`src/rtl/dcache_pkg.sv`:
```
// dcache_pkg: shared state encoding, default geometry and address field helpers
package dcache_pkg;
  typedef enum logic [2:0] {IDLE, REFILL_REQ, REFILL_WAIT, WR_REQ, WR_DONE} dcache_state_t;
  localparam int DC_SETS = 16;
  localparam int DC_WORDS = 4;
  localparam int OFF_W = 2;
  localparam int DEF_WSEL_W = $clog2(DC_WORDS);
  localparam int DEF_IDX_W = $clog2(DC_SETS);
  localparam int DEF_TAG_W = 32 - DEF_IDX_W - DEF_WSEL_W - OFF_W;
  function automatic logic [31:0] addr_field(input logic [31:0] a, input int lsb, input int w);
    return (a >> lsb) & ((32'd1 << w) - 32'd1);
  endfunction
  function automatic logic [31:0] line_base(input logic [31:0] a, input int wsel_w);
    return a & ~((32'd1 << (wsel_w + OFF_W)) - 32'd1);
  endfunction
endpackage

```
`src/rtl/dcache_array.sv`:
```
// dcache_array: tag/data storage with combinational read, byte-enabled word writes
// and valid bits cleared by reset
module dcache_array #(
  parameter int SETS = 16,
  parameter int WORDS = 4,
  parameter int TAG_W = 24,
  parameter int DATA_W = 32
) (
  input  logic                     i_clk,
  input  logic                     i_rst_n,
  input  logic [$clog2(SETS)-1:0]  i_rd_idx,
  input  logic [$clog2(WORDS)-1:0] i_rd_wsel,
  output logic                     o_rd_valid,
  output logic [TAG_W-1:0]         o_rd_tag,
  output logic [DATA_W-1:0]        o_rd_word,
  input  logic                     i_wr_en,
  input  logic [$clog2(SETS)-1:0]  i_wr_idx,
  input  logic [$clog2(WORDS)-1:0] i_wr_wsel,
  input  logic [DATA_W/8-1:0]      i_wr_be,
  input  logic [DATA_W-1:0]        i_wr_data,
  input  logic                     i_tag_we,
  input  logic [TAG_W-1:0]         i_tag,
  input  logic                     i_inv
);
  logic [SETS-1:0]   r_valid;
  logic [TAG_W-1:0]  r_tag [SETS];
  logic [DATA_W-1:0] r_data [SETS][WORDS];
  assign o_rd_valid = r_valid[i_rd_idx];
  assign o_rd_tag = r_tag[i_rd_idx];
  assign o_rd_word = r_data[i_rd_idx][i_rd_wsel];
  always_ff @(posedge i_clk or negedge i_rst_n) begin
    if (!i_rst_n) r_valid <= '0;
    else if (i_tag_we) r_valid[i_wr_idx] <= 1'b1;
    else if (i_inv) r_valid[i_wr_idx] <= 1'b0;
  end
  always_ff @(posedge i_clk) begin
    if (i_wr_en)
      for (int b = 0; b < DATA_W / 8; b++)
        if (i_wr_be[b]) r_data[i_wr_idx][i_wr_wsel][8*b +: 8] <= i_wr_data[8*b +: 8];
    if (i_tag_we) r_tag[i_wr_idx] <= i_tag;
  end
endmodule

```
`src/rtl/dcache.sv`:
```
// dcache: direct-mapped, write-through, no-write-allocate data cache for the
// memory stage; load hits return same-cycle, misses and stores stall
module dcache
  import dcache_pkg::*;
#(
  parameter int DATA_WIDTH = 32,
  parameter int ADDR_WIDTH = 32,
  parameter int SETS = DC_SETS,
  parameter int WORDS_PER_LINE = DC_WORDS
) (
  input  logic                  i_clk,
  input  logic                  i_rst_n,
  input  logic                  i_req_valid,
  input  logic                  i_req_write,
  input  logic [ADDR_WIDTH-1:0] i_req_addr,
  input  logic [DATA_WIDTH-1:0] i_req_wdata,
  input  logic [3:0]            i_req_be,
  output logic [DATA_WIDTH-1:0] o_rdata,
  output logic                  o_stall,
  output logic                  o_mem_req_valid,
  input  logic                  i_mem_req_ready,
  output logic                  o_mem_req_write,
  output logic [ADDR_WIDTH-1:0] o_mem_req_addr,
  output logic [DATA_WIDTH-1:0] o_mem_req_wdata,
  output logic [3:0]            o_mem_req_be,
  input  logic                  i_mem_rvalid,
  input  logic [DATA_WIDTH-1:0] i_mem_rdata
);
  localparam int WSEL_W = $clog2(WORDS_PER_LINE);
  localparam int IDX_W = $clog2(SETS);
  localparam int TAG_W = ADDR_WIDTH - IDX_W - WSEL_W - OFF_W;
  dcache_state_t r_state, w_next;
  logic [ADDR_WIDTH-1:0] r_addr;
  logic [DATA_WIDTH-1:0] r_wdata, w_rd_word;
  logic [3:0] r_be;
  logic [WSEL_W-1:0] r_beat, w_wsel, w_r_wsel;
  logic [IDX_W-1:0] w_idx, w_r_idx;
  logic [TAG_W-1:0] w_tag, w_r_tag, w_rd_tag;
  logic w_rd_valid, w_hit, w_lookup, w_capture, w_refill_we, w_store_we, w_beat_last;
  assign w_wsel = WSEL_W'(addr_field(i_req_addr, OFF_W, WSEL_W));
  assign w_idx = IDX_W'(addr_field(i_req_addr, OFF_W + WSEL_W, IDX_W));
  assign w_tag = TAG_W'(addr_field(i_req_addr, OFF_W + WSEL_W + IDX_W, TAG_W));
  assign w_r_wsel = WSEL_W'(addr_field(r_addr, OFF_W, WSEL_W));
  assign w_r_idx = IDX_W'(addr_field(r_addr, OFF_W + WSEL_W, IDX_W));
  assign w_r_tag = TAG_W'(addr_field(r_addr, OFF_W + WSEL_W + IDX_W, TAG_W));
  assign w_hit = w_rd_valid && (w_rd_tag == w_tag);
  assign w_lookup = (r_state == IDLE) && i_req_valid;
  assign w_capture = w_lookup && (i_req_write || !w_hit);
  assign w_store_we = w_lookup && i_req_write && w_hit;
  assign w_refill_we = (r_state == REFILL_WAIT) && i_mem_rvalid;
  assign w_beat_last = r_beat == WSEL_W'(WORDS_PER_LINE - 1);
  dcache_array #(.SETS(SETS), .WORDS(WORDS_PER_LINE), .TAG_W(TAG_W), .DATA_W(DATA_WIDTH)) u_array (
    .i_clk(i_clk),
    .i_rst_n(i_rst_n),
    .i_rd_idx(w_idx),
    .i_rd_wsel(w_wsel),
    .o_rd_valid(w_rd_valid),
    .o_rd_tag(w_rd_tag),
    .o_rd_word(w_rd_word),
    .i_wr_en(w_refill_we || w_store_we),
    .i_wr_idx(w_refill_we ? w_r_idx : w_idx),
    .i_wr_wsel(w_refill_we ? r_beat : w_wsel),
    .i_wr_be(w_refill_we ? 4'hF : i_req_be),
    .i_wr_data(w_refill_we ? i_mem_rdata : i_req_wdata),
    .i_tag_we(w_refill_we && w_beat_last),
    .i_tag(w_r_tag),
    .i_inv((r_state == REFILL_REQ) && i_mem_req_ready)
  );
  always_comb begin
    w_next = r_state;
    case (r_state)
      IDLE:        if (w_capture) w_next = i_req_write ? WR_REQ : REFILL_REQ;
      REFILL_REQ:  if (i_mem_req_ready) w_next = REFILL_WAIT;
      REFILL_WAIT: if (i_mem_rvalid && w_beat_last) w_next = IDLE;
      WR_REQ:      if (i_mem_req_ready) w_next = WR_DONE;
      default:     w_next = IDLE;
    endcase
  end
  always_ff @(posedge i_clk or negedge i_rst_n) begin
    if (!i_rst_n) begin
      r_state <= IDLE;
      r_addr <= '0;
      r_wdata <= '0;
      r_be <= '0;
      r_beat <= '0;
    end else begin
      r_state <= w_next;
      if (w_capture) begin
        r_addr <= i_req_addr;
        r_wdata <= i_req_wdata;
        r_be <= i_req_be;
      end
      if ((r_state == REFILL_REQ) && i_mem_req_ready) r_beat <= '0;
      else if (w_refill_we) r_beat <= r_beat + WSEL_W'(1);
    end
  end
  // WR_DONE holds stall low without a lookup so the frozen store is not replayed
  assign o_rdata = (w_lookup && !i_req_write && w_hit) ? w_rd_word : '0;
  assign o_stall = (r_state == IDLE) ? w_capture : (r_state != WR_DONE);
  assign o_mem_req_valid = (r_state == REFILL_REQ) || (r_state == WR_REQ);
  assign o_mem_req_write = r_state == WR_REQ;
  assign o_mem_req_addr = (r_state == REFILL_REQ) ? ADDR_WIDTH'(line_base(r_addr, WSEL_W)) :
                          (r_state == WR_REQ) ? {r_addr[ADDR_WIDTH-1:OFF_W], {OFF_W{1'b0}}} : '0;
  assign o_mem_req_wdata = (r_state == WR_REQ) ? r_wdata : '0;
  assign o_mem_req_be = (r_state == WR_REQ) ? r_be : '0;
  logic w_unused;
  assign w_unused = ^w_r_wsel;
endmodule

```
`config.mk`:
```
export PLATFORM = sky130hd
export DESIGN_NAME = dcache
export DESIGN_NICKNAME = d
export VERILOG_FILES = /design/src/rtl/dcache_pkg.sv /design/src/rtl/dcache_array.sv /design/src/rtl/dcache.sv
export SDC_FILE = /design/constraint.sdc
export NUM_CORES = 2
export LEC_CHECK = 0
export CAP_MARGIN = 5
export CORE_ASPECT_RATIO = 1.4
export CORE_MARGIN = 4
export CORE_UTILIZATION = 50
export CTS_BUF_LIST = sky130_fd_sc_hd__clkbuf_8
export CTS_CLUSTER_SIZE = 40
export DETAILED_ROUTE_END_ITERATION = 8
export GPL_TIMING_DRIVEN = 0
export PLACE_DENSITY = 0.66
export SLEW_MARGIN = 10
export SYNTH_ARGS = -nofsm -noshare
export SYNTH_HDL_FRONTEND = slang
export SYNTH_SLANG_ARGS = --single-unit
```
`constraint.sdc`:
```
create_clock -name i_clk -period 9.28 [get_ports i_clk]
set_input_delay 1.856 -clock i_clk [delete_from_list [all_inputs] [get_ports i_clk]]
set_output_delay 1.856 -clock i_clk [all_outputs]
set_load 0.1 [all_outputs]
```
# After elaboration in Yosys (flattened, before gate mapping)
# Memory sizes are Yosys's and may differ from the RTL's.
# Cells that the tools add are included.
op_classes:
  muxes: 433
  shifts: 0
  multipliers: 0
  n_lt_le_gt_ge: 6
  bitwise: 389
  reduce_logical: 22
  n_div: 0
  n_eq_ne: 10
  n_addsub: 1
ops:
  columns: ["cell", "count"]
  rows:
  - ["$mux W128", 4]
  - ["$mux W1", 397]
  - ["$or A1 B1 Y1", 384]
  - ["$demux W32 S2", 4]
  - ["$mux W32", 8]
  - ["$bmux W32 S2", 1]
  - ["$mux W16", 3]
  - ["$eq A24 B24 Y1", 1]
  - ["$mux W24", 1]
  - ["$and A16 B16 Y16", 1]
  - ["$not A16 Y16", 1]
  - ["$or A16 B16 Y16", 1]
  - ["$logic_and A1 B1 Y1", 13]
  - ["$mux W3", 4]
  - ["$mux W4", 3]
  - ["$pmux W3 S4", 1]
  - ["$lt A4 B5 Y1 const B", 2]
  - ["$mux W2", 4]
  - ["$mux W8", 1]
  - ["$eq A3 B2 Y1 const B", 2]
  - ["$ge A3 B3 Y1 const B", 2]
  - ["$ne A2 B2 Y1 const B", 3]
  - ["$not A2 Y3", 2]
  - ["$bmux W1 S4", 1]
  - ["other kinds (13)", 17]
word_totals:
  mem_count: 2
  ff_bits: 89
  rom_bits: 0
  ramBits: 2432
  latchBits: 0
  out_inout_bits: 103
memory_table:
  columns: ["memory", "words", "word_bits", "read_ports", "rd_ports_with_merged_regs", "write_ports", "line", "rtl"]
  rows:
  - ["u_array.r_data", 16, 128, 1, 0, 1, "dcache_array.sv:27", "logic [DATA_W-1:0] r_data [SETS][WORDS];"]
  - ["u_array.r_tag", 16, 24, 1, 0, 1, "dcache_array.sv:26", "logic [TAG_W-1:0] r_tag [SETS];"]

# Longest topological paths before layout
logic_depth:
  word_depth: 12
  ltp_mapped: 15
  ltp_nobuf: 8

# Cells and area by module
# Synthesis repeated with hierarchy kept, for this count alone.
unflattened:
  cells_unflattened: 4551
  area_unflattened_um2: 97773.8
by_module_without_submodules:
  columns: ["mod", "area_per_inst_um2", "cells_each", "n_inst"]
  rows:
  - ["dcache_array", 93532.2, 4176, 1]
  - ["dcache", 4241.6, 375, 1]

# Worst setup path after synthesis
# No wires, ideal clock.
synth_path:
  path_kind: "input port to output port"
  start: "in i_req_addr[6]"
  end: "out o_rdata[10]"
  arrival_ps: 5886
  t_required_ps: 7424
  setup_slack_ps: 1538
  path_buffers: 3
  stages: 11
  cell_sequence: "buf_2 -> buf_2 -> mux4_2 -> mux2i_1 -> nor2_1 -> or4_1 -> a2111o_1 -> nor4_4 -> nand4_1 -> clkbuf_1 -> nor2b_1"
synth_between:
  elab_chain_len: 5
  elab_cells_between_ends: 11
  classes_between: "eq/ne (1); mux (6); reduce/logical (2); memory (2)"
synth_rtl:
  columns: ["element", "line", "rtl"]
  rows:
  - ["from (decl)", "dcache.sv:15", "input logic [ADDR_WIDTH-1:0] i_req_addr,"]
  - ["$mem_v2 Z16 W24, or another cell as far along", null, null]
  - ["$eq A24 B24 Y1, or another cell as far along", "dcache.sv:46", "assign w_hit = w_rd_valid && (w_rd_tag == w_tag);"]
  - ["$logic_and A1 B1 Y1 / $mux W32 (equally long branches)", "dcache.sv:46, dcache_array.sv:30", null]
  - ["$logic_and A1 B1 Y1 / $mux W32 (equally long branches)", "dcache.sv:98, dcache_array.sv:30", null]
  - ["$mux W32 *", "dcache.sv:98", "assign o_rdata = (w_lookup && !i_req_write && w_hit) ? w_rd_word : '0;"]
  - ["to (decl)", "dcache.sv:18", "output logic [DATA_WIDTH-1:0] o_rdata,"]
# Every way passes the cells marked *; elsewhere a longest branch is shown, timed or not. The select of a mux whose other input is x is not followed.

# Final worst setup path
layout_path:
  start: "in i_req_addr[6]"
  end: "out o_rdata[2]"
# The elaborated chain is that of the path after synthesis.

==> results.md <==
* Yosys reg bits at 2,519
* Syn Area/Cell at roughly 22 um2
* CP Cell Sequence: buf_2 -> buf_2 -> buf_2 -> buf_2 -> buf_2 -> clkbuf_2 -> clkbuf_1 -> mux4_2 -> mux4_2 -> nor2b_1 -> clkdlybuf4s15_2
* Starting Density at 50.38%
* Dpl hpwl at 201,400 um
* Reg area at 75,210 um2
* 1st-iter DRT viols at roughly 6,800
* Antenna violations before repair at 16
* Multi-input gate area at 22,660 um2
* Main flop type after synthesis: edfxtp_1
* Finished Core Util at 57.48%
* Num rows at 192
* Clk pwr share at 31.8%
* Critical path required time at 7.42 ns
* Critical Path End Type: output port
* Vias per cell at 6.319
* First-pass iteration count of the detailed router at 9
* Fillers at about 14,000
* I/O Buffers at 200
* Sequential area share after synthesis at between 70% and 80%
* Min Tclk post-route at 9.261 ns
* Hold crit path type: reg2reg
* Fin crit share at 99.79%
* Worst reg2reg endpoint: u_array.r_data[9][92]
* Post-synth ARST share at under 10%
* Total track usage at 28.44%
* Setup WS post-layout at 0.01912 ns
* Worst-Margin Slew at 1.416 ns
* Vias in the first global route at 52,270
* Most common cell after layout, fill and taps aside: edfxtp_1
* Cell variety after synth at just under 60
* Startpoint of the worst hold path: r_wdata[29]
* Pint at 18.95 mW
* MaxCap Viol Count at 0
* Fmax at between 100 and 150 MHz
* Area grow syn2layout at 14.09%
* Psw at 7.745 mW
* Highest-count cells in the layout ignoring fill and taps: 2,432 x edfxtp_1, 754 x mux4_2, 392 x clkbuf_8
* Number of hold violations in the final report at 0
* RSZ-0062 raised after global routing: false
* Total power at 26.69 mW
* Final Max Tran Viols at 0
* Fin Hold WS at 0.4965 ns
* Largest net degree at the start of global routing at 74
* Sequential share of power at 52.5%
* Post-route ant nets at 0
* GPL Wtd Cong at about 0.9
* Global-route wire length before repair at 402,500 um
* Core box area at 195,800 um2
* DRC at 0
* Outcome: completed
* Critical path class: in2out
* Post-Syn Area at 98,640 um2
* Post-synthesis instance total at about 4,500
* Clk Latency, worst-skew pair at 1.00 ns
* Leakage at ~36 nW
* Reg2reg start: u_array.r_tag[5][9]
* R2R depth at 11
* Reg2Reg Setup Slack at slightly below 4 ns
* Sw frac at roughly 29%
* Layout cells sized above 1 at between 20% and 30%
* Clock slew at reported path FFs at approximately 0.06 ns
* Critical path origin: i_req_addr[6]
* I/O pin count at 209
* Setup crit start kind: input port
* Max transition margin at under 10%
* Die ar. at 204,600 um2
* Worst Path Arrival at ~7.4 ns
* Placement Setup Slack at -2.218 ns
* Routed via count at between 50,000 and 60,000
* Clk_skew at between 0.1 and 0.15 ns
* Root buffer cell: clkbuf_8
* Final nets at 5,216
* # setup viols final at 0
* Hold path depth at 1
* Slowest cell on the critical path: clkbuf_1
* Comb power frac at 15.7%
* PD cells at approximately 240 nW/um2
* Grt total ovfl at 0
* Max incr delay on CP at 0.79 ns
* # H-tree levels at 5
* Crit path max fanout at 10
* Final TNS setup at 0 ns
* Drt wl/cell at 36.09 um
* Sink Count at 2,519
* Max rail drop VDD at 373.1 uV
* Yosys Warn Count at 0
* CTS max path bufs at 4
* Chip height at 533.5 um
* CTS buffer count at 374
* Horiz. Die Dim at 383.4 um
* CTS tree: built
* Worst Hold End: r_wdata[29]
* Post-synth EDFFs at roughly 2,400
* Cell mode on critical path: buf_2
* Cts hold-fix bufs at 0
* WL final at about 290,000 um
-- critical path, delay by kind of cell --
kind,cells,cell delay [ns]
buffers and inverters,8,4.08
multiplexers,2,1.18
AND/OR/NAND/NOR,1,0.18
-- cells in the mapped netlist, types with 7 or more instances --
master,count,area [um2]
nand3b_1,7,52.55
dfrtp_1,87,2177
a22oi_1,17,127.6
buf_4,8,60.06
nor3_1,7,35.03
nor2_1,301,1130
mux2_1,18,202.7
and3_1,47,294.0
xor2_1,12,105.1
edfxtp_1,2432,73030
buf_1,51,191.4
a21boi_0,7,52.55
nand3_1,12,60.06
nand2_1,204,765.7
mux2_2,48,540.5
clkbuf_1,166,623.1
xnor2_1,18,157.7
buf_2,27,135.1
mux2i_1,63,630.6
nor2b_1,37,231.5
and2_1,34,212.7
mux4_2,754,16980
o21ai_0,39,195.2
-- registers in the layout, summed over array words and instances (netlist names), named ones only --
| signal | flops |
|---|---|
| u_array.r_tag | 384 |
| u_array.r_data | 2048 |
| r_addr | 30 |
| r_be | 4 |
| r_beat | 2 |
| r_wdata | 32 |
| r_state | 3 |
-- how the worst max path moves through the flow --
| stage | to | slack [ns] | depth (start not counted) |
|---|---|---|---|
| 6_report | o_rdata[2] | 0.02 | 11 |
| 5_1_grt | o_rdata[7] | 0.04 | 12 |
| 4_1_cts | o_rdata[31] | -0.04 | 15 |
| 3_5_place_dp | o_rdata[5] | -2.22 | 12 |
| 3_3_place_gp | o_rdata[24] | -2.96 | 14 |
| 2_1_floorplan | o_rdata[10] | 1.54 | 11 |
-- area by class of cell --
cell class | instances | share of cell area [%]
diodes | 18 | 0.04003
plain buffers | 253 | 1.251
clock buffers | 391 | 4.782
clock inverters | 285 | 1.324
inverters | 7 | 0.02335
multi-input cells | 1701 | 20.14
flip-flops and latches | 2519 | 66.83
well taps | 2619 | 2.912
repair buffers | 253 | 2.703
-- logic make-up after synthesis --
family	synth area share, %
buffers and inverters	1.092
other	0.003802
adders and majority gates	0.01268
xor gates and xnor gates	0.2664
and+or+nand+nor	3.014
AOI/OAI and AO/OA	0.7611
DFF	76.24
muxes	18.61
-- power groups by stage --
stage          Clock, mW  Combinational (mW)  Sequential [mW]
2_1_floorplan          0                2.37             14.1
3_3_place_gp           0                3.79             14.3
3_5_place_dp           0                4.11             14.2
4_1_cts             8.56                4.13             14.0
5_1_grt             9.11                4.32             14.0
6_report            8.48                4.19             14.0
-- layer usage --
layer / part of all wire, % / GRT usage (%) / vias up
met5: 0.091 / 0.3047 / -
met4: 6.7 / 16.03 / 22
met3: 11 / 8.806 / 783
met2: 49 / 46.22 / 3318
met1: 33 / 33.87 / 26710
li1: - / - / 20010
-- per-stage QoR --
| stage | instance area (um2) | std cells |
|---|---|---|
| after global routing | 112500 | 8029 |
| final | 112500 | 8046 |
| after floorplan | 98650 | 4482 |
| after global placement | 103900 | 7301 |
| after detailed placement | 105300 | 7353 |
| after CTS | 112500 | 8030 |
-- repair_timing --
action | in CTS | in global routing
setup endpoints to repair | 33 | 29
buffers inserted | 1 | 0
pin swaps | 2 | 0
gates resized for setup | 357 | 35
Power figures use the tool's default switching activity.
